File: config.mk
export PLATFORM = sky130hd
export DESIGN_NAME = compute_dispatch
export DESIGN_NICKNAME = d
export VERILOG_FILES = /design/src/rtl/compute_dispatch_pkg.sv /design/src/rtl/compute_instr_fifo.sv /design/src/rtl/compute_dispatch.sv
export SDC_FILE = /design/constraint.sdc
export NUM_CORES = 1
export LEC_CHECK = 0
export ABC_CLOCK_PERIOD_IN_PS = 6450
export BUFFER_PORTS_ARGS = -buffer_cell sky130_fd_sc_hd__buf_2
export CAP_MARGIN = 20
export CORE_MARGIN = 1.5
export CORE_UTILIZATION = 35
export CTS_CLUSTER_DIAMETER = 30
export DETAILED_ROUTE_END_ITERATION = 7
export SETUP_SLACK_MARGIN = 0.02
export SLEW_MARGIN = 30
export SYNTH_ARGS = -nofsm -noshare
export SYNTH_HDL_FRONTEND = slang
export SYNTH_SLANG_ARGS = --single-unit
File: constraint.sdc
create_clock -name clk -period 6.45 [get_ports clk]
set_input_delay 1.935 -clock clk [delete_from_list [all_inputs] [get_ports clk]]
set_output_delay 1.935 -clock clk [all_outputs]
set_load 0.02 [all_outputs]
File: src/rtl/compute_dispatch_pkg.sv
// Shared types and constants for the compute-instruction dispatch path.
package compute_dispatch_pkg;

    localparam int NUM_REGS                = 8;
    localparam int BUF_AW                  = $clog2(NUM_REGS);
    localparam int COMPUTE_TIMEOUT_DEFAULT = 256;

    typedef struct packed {
        logic [3:0]        opcode;
        logic [BUF_AW-1:0] buf_addr;
        logic [15:0]       mem_addr;
    } compute_instr_t;

    typedef enum logic [1:0] {
        CD_IDLE,
        CD_ISSUE,
        CD_WAIT,
        CD_ERROR
    } cdisp_state_t;

endpackage

File: src/rtl/compute_instr_fifo.sv
// Small synchronous FIFO of compute instructions; head entry is visible without a read cycle.
module compute_instr_fifo
    import compute_dispatch_pkg::*;
#(
    parameter int DEPTH = 4
) (
    input  logic                   clk,
    input  logic                   rst_n,
    input  logic                   push,
    input  compute_instr_t         wr_data,
    input  logic                   pop,
    output compute_instr_t         rd_data,
    output logic                   full,
    output logic                   empty,
    output logic [$clog2(DEPTH):0] count
);

    localparam int AW = $clog2(DEPTH);

    compute_instr_t mem [DEPTH];
    logic [AW-1:0]  wr_ptr_reg;
    logic [AW-1:0]  rd_ptr_reg;
    logic [AW:0]    count_reg;
    logic           do_push;
    logic           do_pop;

    assign full    = (count_reg == (AW+1)'(DEPTH));
    assign empty   = (count_reg == '0);
    assign count   = count_reg;
    assign do_push = push && !full;
    assign do_pop  = pop && !empty;
    assign rd_data = mem[rd_ptr_reg];

    always_ff @(posedge clk) begin
        if (do_push) begin
            mem[wr_ptr_reg] <= wr_data;
        end
    end

    // Pointers wrap naturally because DEPTH is a power of two.
    always_ff @(posedge clk) begin
        if (!rst_n) begin
            wr_ptr_reg <= '0;
            rd_ptr_reg <= '0;
            count_reg  <= '0;
        end else begin
            if (do_push) begin
                wr_ptr_reg <= wr_ptr_reg + 1'b1;
            end
            if (do_pop) begin
                rd_ptr_reg <= rd_ptr_reg + 1'b1;
            end
            case ({do_push, do_pop})
                2'b10:   count_reg <= count_reg + 1'b1;
                2'b01:   count_reg <= count_reg - 1'b1;
                default: count_reg <= count_reg;
            endcase
        end
    end

endmodule

File: src/rtl/compute_dispatch.sv
// Buffers decoded compute instructions and issues them one at a time, waiting for completion.
module compute_dispatch
    import compute_dispatch_pkg::*;
#(
    parameter int FIFO_DEPTH     = 4,
    parameter int TIMEOUT_CYCLES = COMPUTE_TIMEOUT_DEFAULT
) (
    input  logic              clk,
    input  logic              rst_n,
    input  logic              instr_valid,
    output logic              instr_ready,
    input  logic [3:0]        instr_opcode,
    input  logic [BUF_AW-1:0] instr_buf_addr,
    input  logic [15:0]       instr_mem_addr,
    output logic              instruction_ready_compute,
    output logic [3:0]        opcode_function,
    output logic [BUF_AW-1:0] buffer_address,
    output logic [15:0]       memory_address,
    input  logic              compute_done,
    input  logic              clr_err,
    output logic              busy,
    output logic              timeout_err,
    output logic              spurious_done,
    output logic [15:0]       issued_count
);

    localparam int              TW         = $clog2(TIMEOUT_CYCLES);
    localparam logic [TW-1:0]   TIMER_LAST = TW'(TIMEOUT_CYCLES - 1);

    cdisp_state_t   state_reg, state_next;
    logic [TW-1:0]  timer_reg, timer_next;
    compute_instr_t payload_reg;
    compute_instr_t fifo_head;
    compute_instr_t fifo_wr;
    logic           timeout_reg;
    logic           spurious_reg;
    logic [15:0]    count_reg;
    logic           fifo_full;
    logic           fifo_empty;
    logic [$clog2(FIFO_DEPTH):0] fifo_count;
    logic           push;
    logic           pop;
    logic           done_ok;
    logic           timeout_set;

    assign fifo_wr = '{opcode: instr_opcode, buf_addr: instr_buf_addr, mem_addr: instr_mem_addr};
    assign push    = instr_valid && !fifo_full;

    compute_instr_fifo #(
        .DEPTH (FIFO_DEPTH)
    ) u_fifo (
        .clk     (clk),
        .rst_n   (rst_n),
        .push    (push),
        .wr_data (fifo_wr),
        .pop     (pop),
        .rd_data (fifo_head),
        .full    (fifo_full),
        .empty   (fifo_empty),
        .count   (fifo_count)
    );

    always_comb begin
        state_next  = state_reg;
        timer_next  = timer_reg;
        pop         = 1'b0;
        done_ok     = 1'b0;
        timeout_set = 1'b0;
        case (state_reg)
            CD_IDLE: begin
                if (!fifo_empty) begin
                    pop        = 1'b1;
                    state_next = CD_ISSUE;
                end
            end
            CD_ISSUE: begin
                state_next = CD_WAIT;
                timer_next = '0;
            end
            CD_WAIT: begin
                // A completion arriving on the expiry cycle still counts as on time.
                if (compute_done) begin
                    done_ok    = 1'b1;
                    state_next = CD_IDLE;
                end else if (timer_reg == TIMER_LAST) begin
                    timeout_set = 1'b1;
                    state_next  = CD_ERROR;
                end else begin
                    timer_next = timer_reg + 1'b1;
                end
            end
            CD_ERROR: begin
                if (clr_err) begin
                    state_next = CD_IDLE;
                end
            end
            default: state_next = CD_IDLE;
        endcase
    end

    always_ff @(posedge clk) begin
        if (!rst_n) begin
            state_reg    <= CD_IDLE;
            timer_reg    <= '0;
            payload_reg  <= '0;
            timeout_reg  <= 1'b0;
            spurious_reg <= 1'b0;
            count_reg    <= '0;
        end else begin
            state_reg <= state_next;
            timer_reg <= timer_next;
            if (pop) begin
                payload_reg <= fifo_head;
            end
            if (done_ok) begin
                count_reg <= count_reg + 1'b1;
            end
            if (timeout_set) begin
                timeout_reg <= 1'b1;
            end else if (clr_err) begin
                timeout_reg <= 1'b0;
            end
            // Completion outside WAIT (including the issue cycle itself) is flagged; set beats clear.
            if (compute_done && state_reg != CD_WAIT) begin
                spurious_reg <= 1'b1;
            end else if (clr_err) begin
                spurious_reg <= 1'b0;
            end
        end
    end

    assign instr_ready               = !fifo_full;
    assign instruction_ready_compute = (state_reg == CD_ISSUE);
    assign opcode_function           = payload_reg.opcode;
    assign buffer_address            = payload_reg.buf_addr;
    assign memory_address            = payload_reg.mem_addr;
    assign busy                      = (state_reg != CD_IDLE) || (fifo_count != '0);
    assign timeout_err               = timeout_reg;
    assign spurious_done             = spurious_reg;
    assign issued_count              = count_reg;

endmodule
==> impl_metrics.ini, run 1 <==
[synth]
ys.flop_type = edfxtp_1
synth.avg_cell_area_sq_um = 13.6
syn-instance-count = 436
seq_area_frac_synth = 0.660
synth_edf_count = 92
yosysUniqueCellTypes = 47
ys_ff_latch = 150
ys_warn_count = 0
synthArstFlopShare = 0
syn_nets = 477
syn_area_sq_mm = 0.00594

[worst_setup_path]
crit_path_start = state_reg[0]
reg2regPathDepth = 9
end_kind = output port
crit_path_start_kind = flip-flop
rr_startpoint = state_reg[0]
cp.required_ns = 4.51
cp.arrival_ns = 1.98
critical_path_class = reg -> out
reg2reg_to = u_fifo.count[2]
r2r_slack_ns = 3.02
critPathMaxFanout = 5
cp-endpoint = busy

[grt]
grt_max_degree = 50
grt-busiest-layer = met2
grt_overflow_total = 0
met1_usage = 0.172
track_usage = 0.144
gr-usage-met2 = 0.243
grt_pass1_wl_microns = 19200
antenna_found_initial = 0
grt_pass1_vias = 3672
grt_util_met3 = 0.0346

[route]
remaining_drc_errors = 0
vias = 3668
first_pass_iters = 4
drt_iter0_drc = 181
totalWireLength_microns = 11800
ant_nets = 0
wl_per_cell_microns = 15.9
via_per_inst = 4.91

[die]
core_sq_mm = 0.0166
initial_core_util = 0.358
die_x_microns = 133
die-height_microns = 133
io-pin-count = 72
die-area_sq_mm = 0.0178
row_count = 47

[clocking]
clk_pin_slew_ns = 0.06
ctsHoldBuffers = 0
cts_made_buffers = 17
cts_setup_buffers = 0
cts.sinks = 150
clkLatencyLatePin_ns = 0.43
cts-root-buf = clkbuf_16
clock_tree.buffer_depth = 2
tritoncts = done
htreeDepth = 4
cts_resized = 0

[placed_design]
gp_congestion = 0.756
hpwlAfterDp_microns = 7480
dpl_cell_area_sq_mm = 0.00653
dp.cells = 714
io_buffers = 71

[cells_and_area]
nNetsFinal = 555
antenna-diode-count = 0
syn_to_final_growth_pct = 20.4
fin_util = 0.431
finalNonFillerCells = 747
largest_reg_flops = 92
fin_area_sq_mm = 0.00715
top_register = u_fifo.mem
drive_gt1_frac = 0.262
fillerInstances = 1568

[sta]
drv_slew = 0
fmax_mhz = 255
relSlewSlack = 0.426
finalSetupViolations = 0
clock_skew_ns = 0.0126
tightest_slew_ns = 0.855
period_share = 0.608
period_minus_slack_ns = 3.92
rsz0062_at_grt = no
fin_setup_tns_ns = 0
finalHoldViolCount = 0

[run_status]
status = complete, no violations

[power_and_ir_drop]
max-vdd-ir-drop_mv = 0.194
leakage_nw = 2.56
cellPowerDensity_mw_per_mm2 = 426
power_mw = 3.05

[worst_hold_path]
hold_path_class = reg -> reg

[run]
drv_cap = 0
==> worst max-delay path, cell delays in order, from the launching register on <==
cell	delay, ns
dfxtp_1	0.36
inv_1	0.13
ha_1	0.24
or4b_2	0.64
buf_2	0.19
==> final cells by class <==
class,instances,area (sq um),share of cell area
repair buffers,78,412,0.0575
well taps,220,275,0.0385
clock inverters,13,166,0.0233
clock buffers,19,443,0.0619
multi-input cells,252,1870,0.262
inverters,15,56.3,0.00787
flip-flops and latches,150,3930,0.549
==> metrics by stage <==
stage          worst slack (ns)  hold slack, ns
2_1_floorplan              3.11           0.467
3_3_place_gp               2.51           0.444
3_5_place_dp               2.41           0.447
4_1_cts                    2.38           0.456
5_1_grt                    2.45           0.484
6_report                   2.53           0.452
==> cell usage after synthesis (all sizes together) (4+ instances only) <==
master	count	area share
edfxtp	92	0.46
nand2	64	0.040
dfxtp	58	0.20
a21oi	34	0.029
mux4	23	0.087
nor2	18	0.011
inv	14	0.0088
ha	12	0.025
nand3	12	0.011
clkbuf	11	0.0069
o21ai	10	0.0084
xnor2	10	0.015
buf	8	0.0095
nor3	8	0.0067
and3	7	0.0074
nand4	7	0.0099
xor2	6	0.0088
or3	5	0.0053
nor4	4	0.0042
==> worst min-delay path by stage <==
stage	start	end	slack (ns)	depth (start not counted)
2_1_floorplan	u_fifo.wr_ptr_reg[1]	u_fifo.wr_ptr_reg[1]	0.47	2
3_3_place_gp	memory_address[8]	memory_address[8]	0.44	2
3_5_place_dp	memory_address[10]	memory_address[10]	0.45	2
4_1_cts	memory_address[10]	memory_address[10]	0.46	2
5_1_grt	memory_address[13]	memory_address[13]	0.48	2
6_report	memory_address[8]	memory_address[8]	0.45	2
==> cells in the final DEF, fill, tap and decap left out, types with 2 or more instances in the layout <==
cell	synthesis	layout
or4_1	2	2
inv_6	0	4
or3_1	5	5
buf_4	0	6
a21oi_1	34	34
nor2b_1	3	3
edfxtp_1	92	92
ha_1	12	12
nand2b_1	3	3
xnor2_1	10	10
o21ai_0	10	10
o31a_1	2	2
nor3_1	8	8
mux4_2	23	23
buf_2	3	71
clkinvlp_4	0	2
bufinv_16	0	3
nor2_1	18	18
o211ai_1	3	3
nor4_1	4	4
nand3_1	11	11
nand4_1	6	6
nand2_1	64	64
and2_1	2	2
clkinv_1	1	3
clkinv_4	0	2
clkbuf_16	0	17
inv_1	14	13
xor2_1	6	6
and3_1	7	7
dfxtp_1	58	57
==> layer usage <==
layer,part of all wire,routed length [microns]
met2,0.50,5960
met3,0.038,453
met5,0,0
met4,0.020,235
met1,0.44,5190
==> cells by family (layout without fill, tap and decap cells) <==
| logic type | after synthesis | count (layout) | synth area share |
|---|---|---|---|
| xor+xnor | 16 | 16 | 0.0236 |
| flops | 150 | 150 | 0.660 |
| fa+ha+maj | 13 | 13 | 0.0286 |
| buf+inv | 34 | 125 | 0.0259 |
| mux | 24 | 24 | 0.0888 |
| compound gates | 58 | 58 | 0.0566 |
| simple gates | 141 | 141 | 0.116 |
==> power by group <==
part	leakage [nW]	switching, mW	internal [mW]
clock	0.292	0.393	0.622
combinational	0.949	0.453	0.290
sequential	1.32	0.109	1.18
total	2.56	0.955	2.09
Note: power is estimated with default switching activity, not from simulation.
==> run 2, diff against run 1 <==
--- a/config.mk
+++ b/config.mk
@@ -5,7 +5,7 @@
 export SDC_FILE = /design/constraint.sdc
 export NUM_CORES = 1
 export LEC_CHECK = 0
-export ABC_CLOCK_PERIOD_IN_PS = 6450
+export ABC_CLOCK_PERIOD_IN_PS = 3980
 export BUFFER_PORTS_ARGS = -buffer_cell sky130_fd_sc_hd__buf_2
 export CAP_MARGIN = 20
 export CORE_MARGIN = 1.5
==> constraint.sdc (replaced) <==
create_clock -name clk -period 3.98 [get_ports clk]
set_input_delay 1.194 -clock clk [delete_from_list [all_inputs] [get_ports clk]]
set_output_delay 1.194 -clock clk [all_outputs]
set_load 0.02 [all_outputs]
==> run 2 against run 1 <==
Setup slack worse by 1.7 ns. Via count down 0.33%. Hold slack better by 0.0024 ns. Critical endpoint unchanged. Global-route usage shrank 0.43 points. Die area is the same. Final cell count rose by 0.13%. Largest cell class unchanged. First-iteration DRC count down 0.55%. Sequential power up 62%. Register-to-register slack got worse by 1.6 ns. Sequential share of layout area is 0.077 points higher. Critical path type unchanged. Design area is 0.14% lower. Critical path depth unchanged.
==> impl_metrics.ini, run 2 (synthesized netlist as in run 1, its figures left out) <==
[run_status]
status = complete, no violations

[worst_setup_path]
crit_path_start_kind = flip-flop
reg2reg_to = u_fifo.count[2]
rr_startpoint = u_fifo.count[0]
crit_chain = inv_1, ha_1, or4b_2, buf_2
end_kind = output port
critical_path_class = reg -> out
cp_slowest_stage_delay_ns = 0.64
cp.required_ns = 2.79
cp_slowest_cell = or4b_2
critPathMaxFanout = 5
cp.arrival_ns = 1.94
reg2regPathDepth = 7
r2r_slack_ns = 1.46

[die]
io-pin-count = 72
initial_core_util = 0.358
die-area_sq_mm = 0.0178
die_x_microns = 133
core_sq_mm = 0.0166
row_count = 47
die-height_microns = 133

[route]
dr.max_layer_used = met4
met1Wirelength_microns = 4850
remaining_drc_errors = 0
drt_iter0_drc = 180
vias = 3656
ant_nets = 0
first_pass_iters = 4
dr_wl_met3_microns = 537
via_per_inst = 4.89
wl_per_cell_microns = 15.6
wl_met2_microns = 6090
totalWireLength_microns = 11600

[clocking]
cts.sinks = 150
clock_tree.buffer_depth = 2
cts-root-buf = clkbuf_16
cts_resized = 0
cts_setup_buffers = 0
htreeDepth = 4
ctsHoldBuffers = 0
clkLatencyLatePin_ns = 0.41
tritoncts = done
cts_made_buffers = 17
clk_pin_slew_ns = 0.06

[power_and_ir_drop]
seq_power_share = 0.429
comb_power_share = 0.248
cellPowerDensity_mw_per_mm2 = 681
switching_share = 0.306
switchingPower_mw = 1.49
power_frac_clock = 0.324
leakage_nw = 2.56
p_int_mw = 3.38
max-vdd-ir-drop_mv = 0.268
power_mw = 4.87

[sta]
period_minus_slack_ns = 3.14
whs_ns = 0.454
clock_skew_ns = 0.00693
fin_setup_tns_ns = 0
fin_ws_ns = 0.844
drv_slew = 0
rsz0062_at_grt = no
finalHoldViolCount = 0
finalSetupViolations = 0
fmax_mhz = 319
period_share = 0.788
relSlewSlack = 0.390
tightest_slew_ns = 0.903

[run]
drv_cap = 0

[cells_and_area]
fin_util = 0.431
mostFrequentLayoutCells = edfxtp_1, buf_2, nand2_1, dfxtp_1, a21oi_1
largest_reg_flops = 92
layout_commonest_cell = edfxtp_1
top_register = u_fifo.mem
drive_gt1_frac = 0.261
antenna-diode-count = 0
syn_to_final_growth_pct = 20.2
nNetsFinal = 556

[placed_design]
pre_cts_slack_ns = 1.16
hpwlAfterDp_microns = 7510
io_buffers = 71
gp_congestion = 0.758

[grt]
track_usage = 0.139
grt_overflow_total = 0
grt_pass1_wl_microns = 18700
grt_max_degree = 50
grt_pass1_vias = 3691
antenna_found_initial = 0

[worst_hold_path]
holdPathStages = 2
holdPathEnd = opcode_function[3]
min_from = opcode_function[3]
hold_path_class = reg -> reg
## run 2: cell types whose count changed in the layout (fill, tap and decap cells not counted)
cell,previous run,this run
clkinv_2,1,4
inv_6,4,2
buf_4,6,7
buf_6,1,0
buf_8,0,1
clkbuf_1,1,2
clkbuf_8,1,0
clkinv_4,2,1
## run 2: power by group through the flow
stage	clock network (mW)	registers [mW]	logic, mW
4_1_cts	1.62	2.09	1.24
6_report	1.57	2.09	1.21
3_5_place_dp	0	2.13	1.23
5_1_grt	1.68	2.12	1.34
3_3_place_gp	0	2.11	1.18
2_1_floorplan	0	2.16	0.769
## run 2: layer usage
layer,global-route usage,vias to the layer above
met1,0.155,1803
met3,0.0460,12
met2,0.249,73
met4,0.0495,0
met5,0,-
li1,-,1768
## run 2: cell type report
class | count | area, sq um
Multi-Input combinational cell | 252 | 1870
Inverter | 15 | 56.3
Tap cell | 220 | 275
Clock inverter | 13 | 155
Sequential cell | 150 | 3930
Clock buffer | 19 | 433
Timing Repair Buffer | 79 | 423
Fill cell | 1535 | 9440
## run 2: through the flow
stage	cell area (sq um)	instances
2_1_floorplan	5940	436
3_3_place_gp	6540	715
3_5_place_dp	6550	716
4_1_cts	7140	748
5_1_grt	7140	748
6_report	7140	748
## run 2: worst max-delay path, delay by kind of cell, from the launching register on
kind                     cells  cell delay, ns
adder cells (fa/ha/maj)      1            0.23
AND/OR/NAND/NOR              1            0.64
flip-flops                   1            0.35
buffers and inverters        2            0.32
## run 2: worst max path at each step
stage | from | end | slack (ns)
2_1_floorplan | instr_valid | u_fifo.count[2] | 1.38
6_report | state_reg[1] | busy | 0.84
5_1_grt | state_reg[1] | busy | 0.75
4_1_cts | state_reg[1] | busy | 0.80
3_3_place_gp | u_fifo.count[0] | u_fifo.count[2] | 1.07
3_5_place_dp | instr_valid | u_fifo.count[2] | 1.16
==> run 3, diff against run 2 <==
--- a/config.mk
+++ b/config.mk
@@ -5,7 +5,7 @@
 export SDC_FILE = /design/constraint.sdc
 export NUM_CORES = 1
 export LEC_CHECK = 0
-export ABC_CLOCK_PERIOD_IN_PS = 3980
+export ABC_CLOCK_PERIOD_IN_PS = 2800
 export BUFFER_PORTS_ARGS = -buffer_cell sky130_fd_sc_hd__buf_2
 export CAP_MARGIN = 20
 export CORE_MARGIN = 1.5
==> constraint.sdc (replaced) <==
create_clock -name clk -period 2.8 [get_ports clk]
set_input_delay 0.84 -clock clk [delete_from_list [all_inputs] [get_ports clk]]
set_output_delay 0.84 -clock clk [all_outputs]
set_load 0.02 [all_outputs]
==> run 3 against run 2 <==
Die area unchanged. Hold slack got worse by 0.0035 ns. Final cell count increased by 0.40%. Sequential share of layout area about the same. Register-to-register slack got worse by 0.98 ns. Clock power increased by 38%. First-iteration DRC count decreased by 30%. Flip-flop and latch count unchanged. Critical path type unchanged. Largest cell class unchanged.
==> impl_metrics.ini, run 3 (synthesized netlist as in run 1, its figures left out) <==
[run_status]
status = complete, no violations

[worst_setup_path]
critPathMaxFanout = 5
critical_path_class = reg -> out
cp.arrival_ns = 1.75
crit_chain = inv_1, ha_2, or4b_4, buf_4
reg2regPathDepth = 8
cp_slowest_stage_delay_ns = 0.48
crit_path_start_kind = flip-flop
cp.required_ns = 1.96
cp_slowest_cell = or4b_4
end_kind = output port

[die]
row_count = 47
die-area_sq_mm = 0.0178
io-pin-count = 72
initial_core_util = 0.358
core_sq_mm = 0.0166
die_x_microns = 133
die-height_microns = 133

[cells_and_area]
antenna-diode-count = 0
nNetsFinal = 559
drive_gt1_frac = 0.267
fin_util = 0.431
largest_reg_flops = 92
mostFrequentLayoutCells = edfxtp_1, buf_2, nand2_1, dfxtp_1, a21oi_1
layout_commonest_cell = edfxtp_1
finalNonFillerCells = 751
top_register = u_fifo.mem
fillerInstances = 1552
syn_to_final_growth_pct = 20.1

[power_and_ir_drop]
max-vdd-ir-drop_mv = 0.435
cellPowerDensity_mw_per_mm2 = 964
leakage_nw = 2.57
power_mw = 6.88

[grt]
grt_pass1_vias = 3747
antenna_found_initial = 1
grt_overflow_total = 0
grt_pass1_wl_microns = 18700
track_usage = 0.140
grt_max_degree = 50

[clocking]
clock_tree.buffer_depth = 2
clkLatencyLatePin_ns = 0.42
cts_setup_buffers = 0
clk_pin_slew_ns = 0.06
tritoncts = done
cts.sinks = 150
cts_resized = 3
htreeDepth = 4
ctsHoldBuffers = 0
cts_made_buffers = 17
cts-root-buf = clkbuf_16

[route]
via_per_inst = 4.87
vias = 3659
drt_iter0_drc = 126
first_pass_iters = 4
ant_nets = 0
remaining_drc_errors = 0
wl_per_cell_microns = 15.6
totalWireLength_microns = 11700

[placed_design]
pre_cts_slack_ns = 0.294
gp_congestion = 0.763
dp.cells = 719
hpwlAfterDp_microns = 7570
io_buffers = 71

[worst_hold_path]
hold_path_class = reg -> reg
holdPathStages = 2

[sta]
period_share = 0.925
finalSetupViolations = 0
period_minus_slack_ns = 2.59
clock_skew_ns = 0.0107
fin_setup_tns_ns = 0
fin_ws_ns = 0.211
finalHoldViolCount = 0
tightest_slew_ns = 0.884
relSlewSlack = 0.403
fmax_mhz = 386
rsz0062_at_grt = no
drv_slew = 0

[run]
drv_cap = 0
==> run 3: changes by cell type in the layout (fill, tap and decap cells not counted) <==
cell	delta
dfxtp_4	-1
buf_4	+5
buf_8	-1
or4b_2	-1
bufinv_16	-1
dfxtp_2	+1
clkinv_2	+2
buf_2	-1
clkinvlp_4	-2
clkinv_4	+1
or4b_4	+1
ha_2	+1
ha_1	-1
==> run 3: power by group <==
group | internal (mW) | switching, mW | total, mW
Sequential | 2.72 | 0.220 | 2.94
Clock | 1.31 | 0.854 | 2.16
Combinational | 0.709 | 1.07 | 1.78
Total | 4.73 | 2.15 | 6.88
==> run 3: path summary, 6_finish.rpt <==
| path | from | to | slack [ns] |
|---|---|---|---|
| worst max-delay path | state_reg[0] | busy | 0.21 |
| worst min-delay path | memory_address[8] | memory_address[8] | 0.45 |
| worst max register to register | u_fifo.count[0] | u_fifo.count[2] | 0.48 |
| worst min register to register | memory_address[8] | memory_address[8] | 0.45 |
==> run 3: layout make-up <==
type	count	area, sq um	area share
clock buffers	19	433	0.0606
repair buffers	82	440	0.0617
inverters	15	56.3	0.00789
clock inverters	13	129	0.0181
well taps	220	275	0.0386
multi-input cells	252	1880	0.263
flip-flops and latches	150	3930	0.550
==> run 3: per-stage QoR <==
| step | hold slack, ns | area [sq um] |
|---|---|---|
| after floorplan | 0.467 | 5940 |
| after global routing | 0.471 | 7140 |
| final | 0.451 | 7140 |
| after detailed placement | 0.443 | 6570 |
| after CTS | 0.452 | 7140 |
| after global placement | 0.441 | 6570 |
==> run 3: critical path: cells and delay by family (launching register included) <==
family	cells	cell delay, ns
flip-flops	1	0.35
buffers and inverters	2	0.29
adder cells (fa/ha/maj)	1	0.22
AND/OR/NAND/NOR	1	0.48
==> run 3: per-layer routing <==
layer,up-vias,track usage,part of all wire
li1,1775,-,-
met1,1791,0.158,0.42
met2,75,0.246,0.52
met3,16,0.0403,0.045
met4,2,0.0604,0.014
met5,-,0,0.00086
